## config.mk

```make
export PLATFORM = sky130hd
export DESIGN_NAME = rca_4bit
export DESIGN_NICKNAME = d
export VERILOG_FILES = /design/src/rtl/rca_4bit.sv
export SDC_FILE = /design/constraint.sdc
export NUM_CORES = 1
export LEC_CHECK = 0
export BUFFER_PORTS_ARGS = -buffer_cell sky130_fd_sc_hd__buf_4
export CORE_AREA = 4 4 41 43
export DETAILED_ROUTE_END_ITERATION = 8
export DIE_AREA = 0 0 45 47
export PLACE_DENSITY = 0.68
export SYNTH_ARGS = -nofsm -noshare
export SYNTH_HDL_FRONTEND = slang
export SYNTH_SLANG_ARGS = --single-unit
```

## constraint.sdc

```tcl
create_clock -name clk -period 1.4 [get_ports clk]
set_clock_uncertainty 0.15 [all_clocks]
set_input_delay 0.28 -clock clk [delete_from_list [all_inputs] [get_ports clk]]
set_output_delay 0.28 -clock clk [all_outputs]
set_load 0.02 [all_outputs]
```

## src/rtl/rca_4bit.sv

```systemverilog
// Registered WIDTH-bit ripple-carry adder with carry-out, signed-overflow and zero flags.
// One-cycle latency, one result per cycle; no backpressure, the consumer must take each result when out_valid is high.

module rca_fa (
   input  logic a_i,
   input  logic b_i,
   input  logic c_i,
   output logic s_o,
   output logic co_o
);
   assign s_o  = a_i ^ b_i ^ c_i;
   assign co_o = (a_i & b_i) | (a_i & c_i) | (b_i & c_i);
endmodule

module rca_4bit #(
   parameter int WIDTH = 4
) (
   input  logic             clk,
   input  logic             rst_n,
   input  logic             in_valid,
   input  logic [WIDTH-1:0] A,
   input  logic [WIDTH-1:0] B,
   input  logic             cin,
   output logic [WIDTH:0]   sum1,
   output logic             out_valid,
   output logic             ovf,
   output logic             zero
);

   logic [WIDTH:0]   carry;
   logic [WIDTH-1:0] s_bits;
   logic [WIDTH:0]   sum_d, sum_q;
   logic             ovf_d, ovf_q;
   logic             zero_d, zero_q;
   logic             vld_q;

   assign carry[0] = cin;

   for (genvar i = 0; i < WIDTH; i++) begin : g_cell
      rca_fa u_fa (
         .a_i  (A[i]),
         .b_i  (B[i]),
         .c_i  (carry[i]),
         .s_o  (s_bits[i]),
         .co_o (carry[i+1])
      );
   end

   // Signed overflow is the disagreement between the carries into and out of the sign bit.
   assign sum_d  = {carry[WIDTH], s_bits};
   assign ovf_d  = carry[WIDTH] ^ carry[WIDTH-1];
   assign zero_d = ~|sum_d;

   always_ff @(posedge clk or negedge rst_n) begin
      if (!rst_n) begin
         sum_q  <= '0;
         ovf_q  <= 1'b0;
         zero_q <= 1'b1;
         vld_q  <= 1'b0;
      end else begin
         vld_q <= in_valid;
         if (in_valid) begin
            sum_q  <= sum_d;
            ovf_q  <= ovf_d;
            zero_q <= zero_d;
         end
      end
   end

   assign sum1      = sum_q;
   assign ovf       = ovf_q;
   assign zero      = zero_q;
   assign out_valid = vld_q;

endmodule

```

==> results of run 1 <==
-- synth_stat cells --
library cell / n / share of area [%]
dfrtp_1: 7 / 42
inv_1: 6 / 5.4
mux2_2: 5 / 14
fa_1: 4 / 19
a21oi_1: 1 / 1.2
buf_6: 1 / 2.7
dfstp_2: 1 / 6.3
nor2_1: 1 / 0.90
o32ai_2: 1 / 3.9
or4b_1: 1 / 2.4
xnor2_1: 1 / 2.1
-- layer usage --
metal / GRT usage [%] / share of wire, % / wire [um]
met1: 13.3 / 39 / 340
met2: 16.9 / 49 / 424
met5: 0 / 0 / 0
met4: 3.51 / 0 / 0
met3: 7.28 / 12 / 104
-- cells by family after synthesis --
logic type / count (synthesis) / share of synthesized area [%]
buffers and inverters: 7 / 8.13
and+or+nand+nor: 2 / 3.31
xor gates and xnor gates: 1 / 2.11
AOI/OAI and AO/OA: 2 / 5.12
muxes: 5 / 13.6
adders and majority gates: 4 / 19.3
DFF: 8 / 48.5
-- critical path, cell delays in order --
cell,delay (ns)
buf_12,0.11
inv_12,0.04
fa_2,0.18
inv_2,0.04
fa_2,0.33
fa_2,0.35
fa_2,0.43
or4b_4,0.49
o32ai_2,0.20
-- placed cells by master (no fill, tap or decap), drive strengths merged --
cell,Yosys,routed
a21oi,1,1
or4b,1,1
dfstp,1,1
dfrtp,7,7
nor2,1,1
fa,4,4
inv,6,6
o32ai,1,1
dlygate4sd3,0,1
mux2,5,5
clkbuf,0,4
xnor2,1,1
buf,1,22
-- layout make-up --
cell class	instances	area, sq um	area share, %
Inverter	6	40.0	5.77
Sequential cell	8	201	29.0
Tap cell	15	18.8	2.70
Timing Repair Buffer	23	199	28.6
Clock buffer	4	26.3	3.78
Multi-Input combinational cell	14	209	30.1
-- power by group through the flow --
stage | clock (mW) | combinational (mW) | sequential (mW)
after global routing | 0.219 | 0.316 | 0.300
after CTS | 0.205 | 0.295 | 0.294
after floorplan | 0 | 0.0977 | 0.343
after detailed placement | 0 | 0.275 | 0.295
final | 0.198 | 0.291 | 0.293
after global placement | 0 | 0.269 | 0.297
-- sequential cells by signal, indices dropped and copies added, names as in the netlist --
| register | cells |
|---|---|
| out_valid | 1 |
| sum1 | 5 |
| ovf | 1 |
| zero | 1 |
-- how the worst max path moves through the flow --
stage	start	to
2_1_floorplan	A[0]	zero
3_3_place_gp	A[0]	zero
3_5_place_dp	A[0]	zero
4_1_cts	A[0]	zero
5_1_grt	A[0]	zero
6_report	A[0]	zero
-- timing repair --
| action | CTS | global route |
|---|---|---|
| endpoints found under the setup margin | 6 | 6 |
| resized for setup | 7 | 1 |
| pin swaps | 2 | 0 |
| endpoints found under the hold margin | 8 | 0 |
| hold buffers | 1 | 0 |
-- stage by stage --
step | cells | cell area (sq um) | setup slack (ns)
after floorplan | 29 | 454 | -1.16
after global placement | 65 | 627 | -1.36
after detailed placement | 65 | 627 | -1.39
after CTS | 70 | 689 | -1.04
after global routing | 70 | 694 | -1.11
final | 70 | 694 | -1.04
==> metrics, run 1 <==
Static Leak=0.326 nW; Required @ worst endpoint=1.42 ns; setup ws final=-1.04 ns; hold depth=2; clock share of power=25.3%; post-synthesis sequential area ratio=48.5%; setup TNS=-3.36 ns; total power=0.783 mW; cell internal pwr=0.544 mW; vias in the first global route=369; end point of the worst hold path=out_valid; antenna violations before repair=0; vias per inst=4.49; CTS tree=done; fill count=129; crit path capture type=register; Tightest Pin Transition=0.184 ns; violated checks=setup timing; I/O pin count=20; DRT Pass-1 Iters=2; setup violators final=6; worst hold path type=primary input to register; clk root buf=clkbuf_4; drt initial violations=3; FP Rows=13; Avg Inst Size Synth=14.3 sq um; register share of total power=37.4%; # nets final=72; die area=2120 sq um; syn_nets=45; FF-to-FF setup slack=0.48 ns; Clock Latency Late Sink=0.25 ns; TritonCTS buffer count=3; logic gate share of total power=37.2%; grt ovf=0; Via Count=314; reg2reg start=sum1[1]; final hold slack=0.193 ns; CTS max path bufs=2; DR WL/cell=12.4 um; GPL Wtd Cong=0.648; final hold violations=0; Tot GR Track Use=11.3%; Final min period=2.44 ns; clk sinks=8; Worst-path clk slew=0.05 ns; core region area=1300 sq um; Die Width=45 um; DRC viols=0; Syn-to-layout area delta=67.2%; Cell variety after synth=11; PortBufs=19; largest net degree at the start of global routing=10; Final Cycle Share=174%; Initial Utilization=31.9%; Mapped Area=415 sq um; dpl hpwl=698 um; Worst EP arrival=2.45 ns; Slew headroom=87.7%; Critical R2R Capture=sum1[1]; layout cell share with drive strength beyond 1=74.5%; Antenna Cells=0; Final Core Density=53.4%; max cap viols=0; ANT nets after route=0; PD cells=1130 nW/um^2; HP Start=in_valid; status=finished, violations left; maximum VDD drop=0.550 mV; warnings from Yosys=0; Register-to-Register Path Depth=1; flops & latches, synth=8; FMAX=410 MHz; H-tree Lvls=1; Mapped Cells=29; Die Y=47 um; Startpoint Class=primary input; # Post-CTS Setup Buffers=0; global-route wire length before repair=1.59 mm; critical path peak fanout=2; critical path class=primary input to register; Post-Route WL=869 um; Switch Pwr=0.238 mW; Sw Ratio=30.5%; Slew Limit Fails=0; unrepaired setup endpoints after global routing=yes
Power figures use the tool's default switching activity.
==> inputs of run 2 (changes only) <==
--- a/config.mk
+++ b/config.mk
@@ -6,9 +6,9 @@
 export NUM_CORES = 1
 export LEC_CHECK = 0
 export BUFFER_PORTS_ARGS = -buffer_cell sky130_fd_sc_hd__buf_4
-export CORE_AREA = 4 4 41 43
+export CORE_AREA = 2 2 39 41
 export DETAILED_ROUTE_END_ITERATION = 8
-export DIE_AREA = 0 0 45 47
+export DIE_AREA = 0 0 41 43
 export PLACE_DENSITY = 0.68
 export SYNTH_ARGS = -nofsm -noshare
 export SYNTH_HDL_FRONTEND = slang
==> run 2 against run 1 <==
  * The run still ends with setup timing left
  * Clock power down 5%
  * Flip-flop and latch count is the same
  * Sequential share of layout area fell by 1.8 points
  * Maximum frequency about the same
  * Combinational power rose by 15%
  * Utilization grew 0.070 points
  * Setup slack lost 0.0012 ns
  * Register-to-register slack about the same
  * First-iteration DRC count shrank 33%
  * Via count is 0.64% lower
==> metrics, run 2 (same netlist as run 1, synthesis figures left out) <==
Final Core Density=53.4%; setup violators final=6; setup ws final=-1.04 ns; Final Cycle Share=174%; critical path peak fanout=2; # nets final=77; max cap viols=0; PortBufs=19; PD cells=1100 nW/um^2; vias in the first global route=315; DRT Pass-1 Iters=2; Startpoint Class=primary input; hold depth=2; DRC viols=0; CTS tree=done; die area=1760 sq um; Die Y=43 um; Sw Ratio=28.8%; unrepaired setup endpoints after global routing=yes; Worst-path clk slew=0.06 ns; violated checks=setup timing; clock share of power=23.1%; Slew headroom=87.8%; DR WL/cell=10.1 um; Syn-to-layout area delta=78.0%; crit path capture type=register; global-route wire length before repair=1.33 mm; Critical R2R Capture=zero; I/O pin count=20; Final min period=2.44 ns; end point of the worst hold path=out_valid; Slew Limit Fails=0; cell internal pwr=0.581 mW; ANT nets after route=0; Largest register FFs=5; slowest stage delay, CP=0.49 ns; Setup WS pre-CTS=-1.38 ns; core region area=1380 sq um; layout cell share with drive strength beyond 1=76.7%; Initial Utilization=30.0%; CTS max path bufs=2; final hold violations=0; maximum VDD drop=0.377 mV; Clock Latency Late Sink=0.24 ns; Register-to-Register Path Depth=2; drt initial violations=2; commonest non-fill, non-tap cells in the layout=21 x buf_4, 7 x dfrtp_1, 5 x buf_6, 4 x mux2_4, 4 x fa_2; status=finished, violations left; slowest library cell on the worst path=or4b_1; dpl hpwl=630 um; Most common cell on crit path=fa_2; GPL Wtd Cong=0.700; register share of total power=35.9%; FMAX=410 MHz; logic gate share of total power=41.0%; FP Rows=14; antenna violations before repair=0; worst hold path type=primary input to register; Die Width=41 um; clk root buf=clkbuf_4; H-tree Lvls=1; vias per inst=4.11; Static Leak=0.354 nW; Tot GR Track Use=11.2%; TritonCTS buffer count=3; Tightest Pin Transition=0.183 ns; reg2reg start=zero; HP Start=in_valid; commonest non-fill, non-tap cell in the layout=buf_4; FF-to-FF setup slack=0.48 ns; Post-Route WL=767 um; crit-path cells=buf_8 -> inv_12 -> fa_2 -> inv_2 -> fa_2 -> fa_2 -> fa_2 -> or4b_1 -> o32ai_2; Switch Pwr=0.235 mW; clk sinks=8; Worst EP arrival=2.45 ns; largest net degree at the start of global routing=10; critical path class=primary input to register; grt ovf=0; Via Count=312; Required @ worst endpoint=1.41 ns; Antenna Cells=0
==> run 2: changes by cell type in the layout (fill, tap and decap cells not counted) <==
cell / previous run / this run
xnor2_1: 1 / 0
or4b_4: 1 / 0
buf_12: 1 / 0
buf_4: 18 / 21
buf_8: 0 / 1
or4b_1: 0 / 1
xnor2_2: 0 / 1
buf_6: 3 / 5
==> run 2: metrics by stage <==
stage | hold WS, ns | power, mW | cell area [sq um] | setup TNS (ns) | std cells
2_1_floorplan | -0.166 | 0.441 | 454 | -4.10 | 29
3_3_place_gp | -0.0492 | 0.567 | 628 | -5.70 | 66
3_5_place_dp | -0.0460 | 0.571 | 628 | -5.71 | 66
4_1_cts | 0.190 | 0.824 | 728 | -3.81 | 75
5_1_grt | 0.200 | 0.871 | 739 | -4.14 | 76
6_report | 0.192 | 0.816 | 739 | -3.84 | 76
==> run 2: area by class of cell <==
cell class | count | area, sq um
sequential | 8 | 201
clock buffer | 4 | 26.3
tap | 16 | 20.0
multi-input combinational | 14 | 213
timing repair buffer | 28 | 239
fill | 132 | 644
inverter | 6 | 40.0
==> run 2: worst max-delay path by stage <==
stage | cells after the start | endpoint | start | slack, ns
after floorplan | 8 | zero | A[0] | -1.16
after global placement | 9 | zero | A[0] | -1.37
after global routing | 9 | zero | A[0] | -1.10
after CTS | 9 | zero | A[0] | -1.04
after detailed placement | 9 | zero | A[0] | -1.38
final | 9 | zero | A[0] | -1.04
==> run 2: critical path, delay by kind of cell <==
family / cells / cell delay, ns
and+or+nand+nor: 1 / 0.49
buffers and inverters: 3 / 0.18
AOI/OAI and AO/OA: 1 / 0.20
adders and majority gates: 4 / 1.29
==> run 2: timing repair <==
action	CTS	global route
buffers inserted	4	3
hold buffers	1	0
endpoints found under the setup margin	6	6
pin swaps	1	1
gates resized for setup	9	2
endpoints found under the hold margin	8	0
==> run 2: per-layer routing <==
layer	wire [um]	up-vias	share of wire [%]	track usage (%)
met1	313	147	41	15.9
met3	39	0	5.1	0
met4	0	0	0	8.00
met5	0	-	0	0
li1	-	154	-	-
met2	414	11	54	15.9
==> run 2: power by group through the flow <==
stage	sequential (mW)	clock [mW]	combinational (mW)
6_report	0.293	0.188	0.334
5_1_grt	0.297	0.205	0.369
4_1_cts	0.293	0.196	0.334
3_5_place_dp	0.297	0	0.274
3_3_place_gp	0.296	0	0.271
2_1_floorplan	0.343	0	0.0977
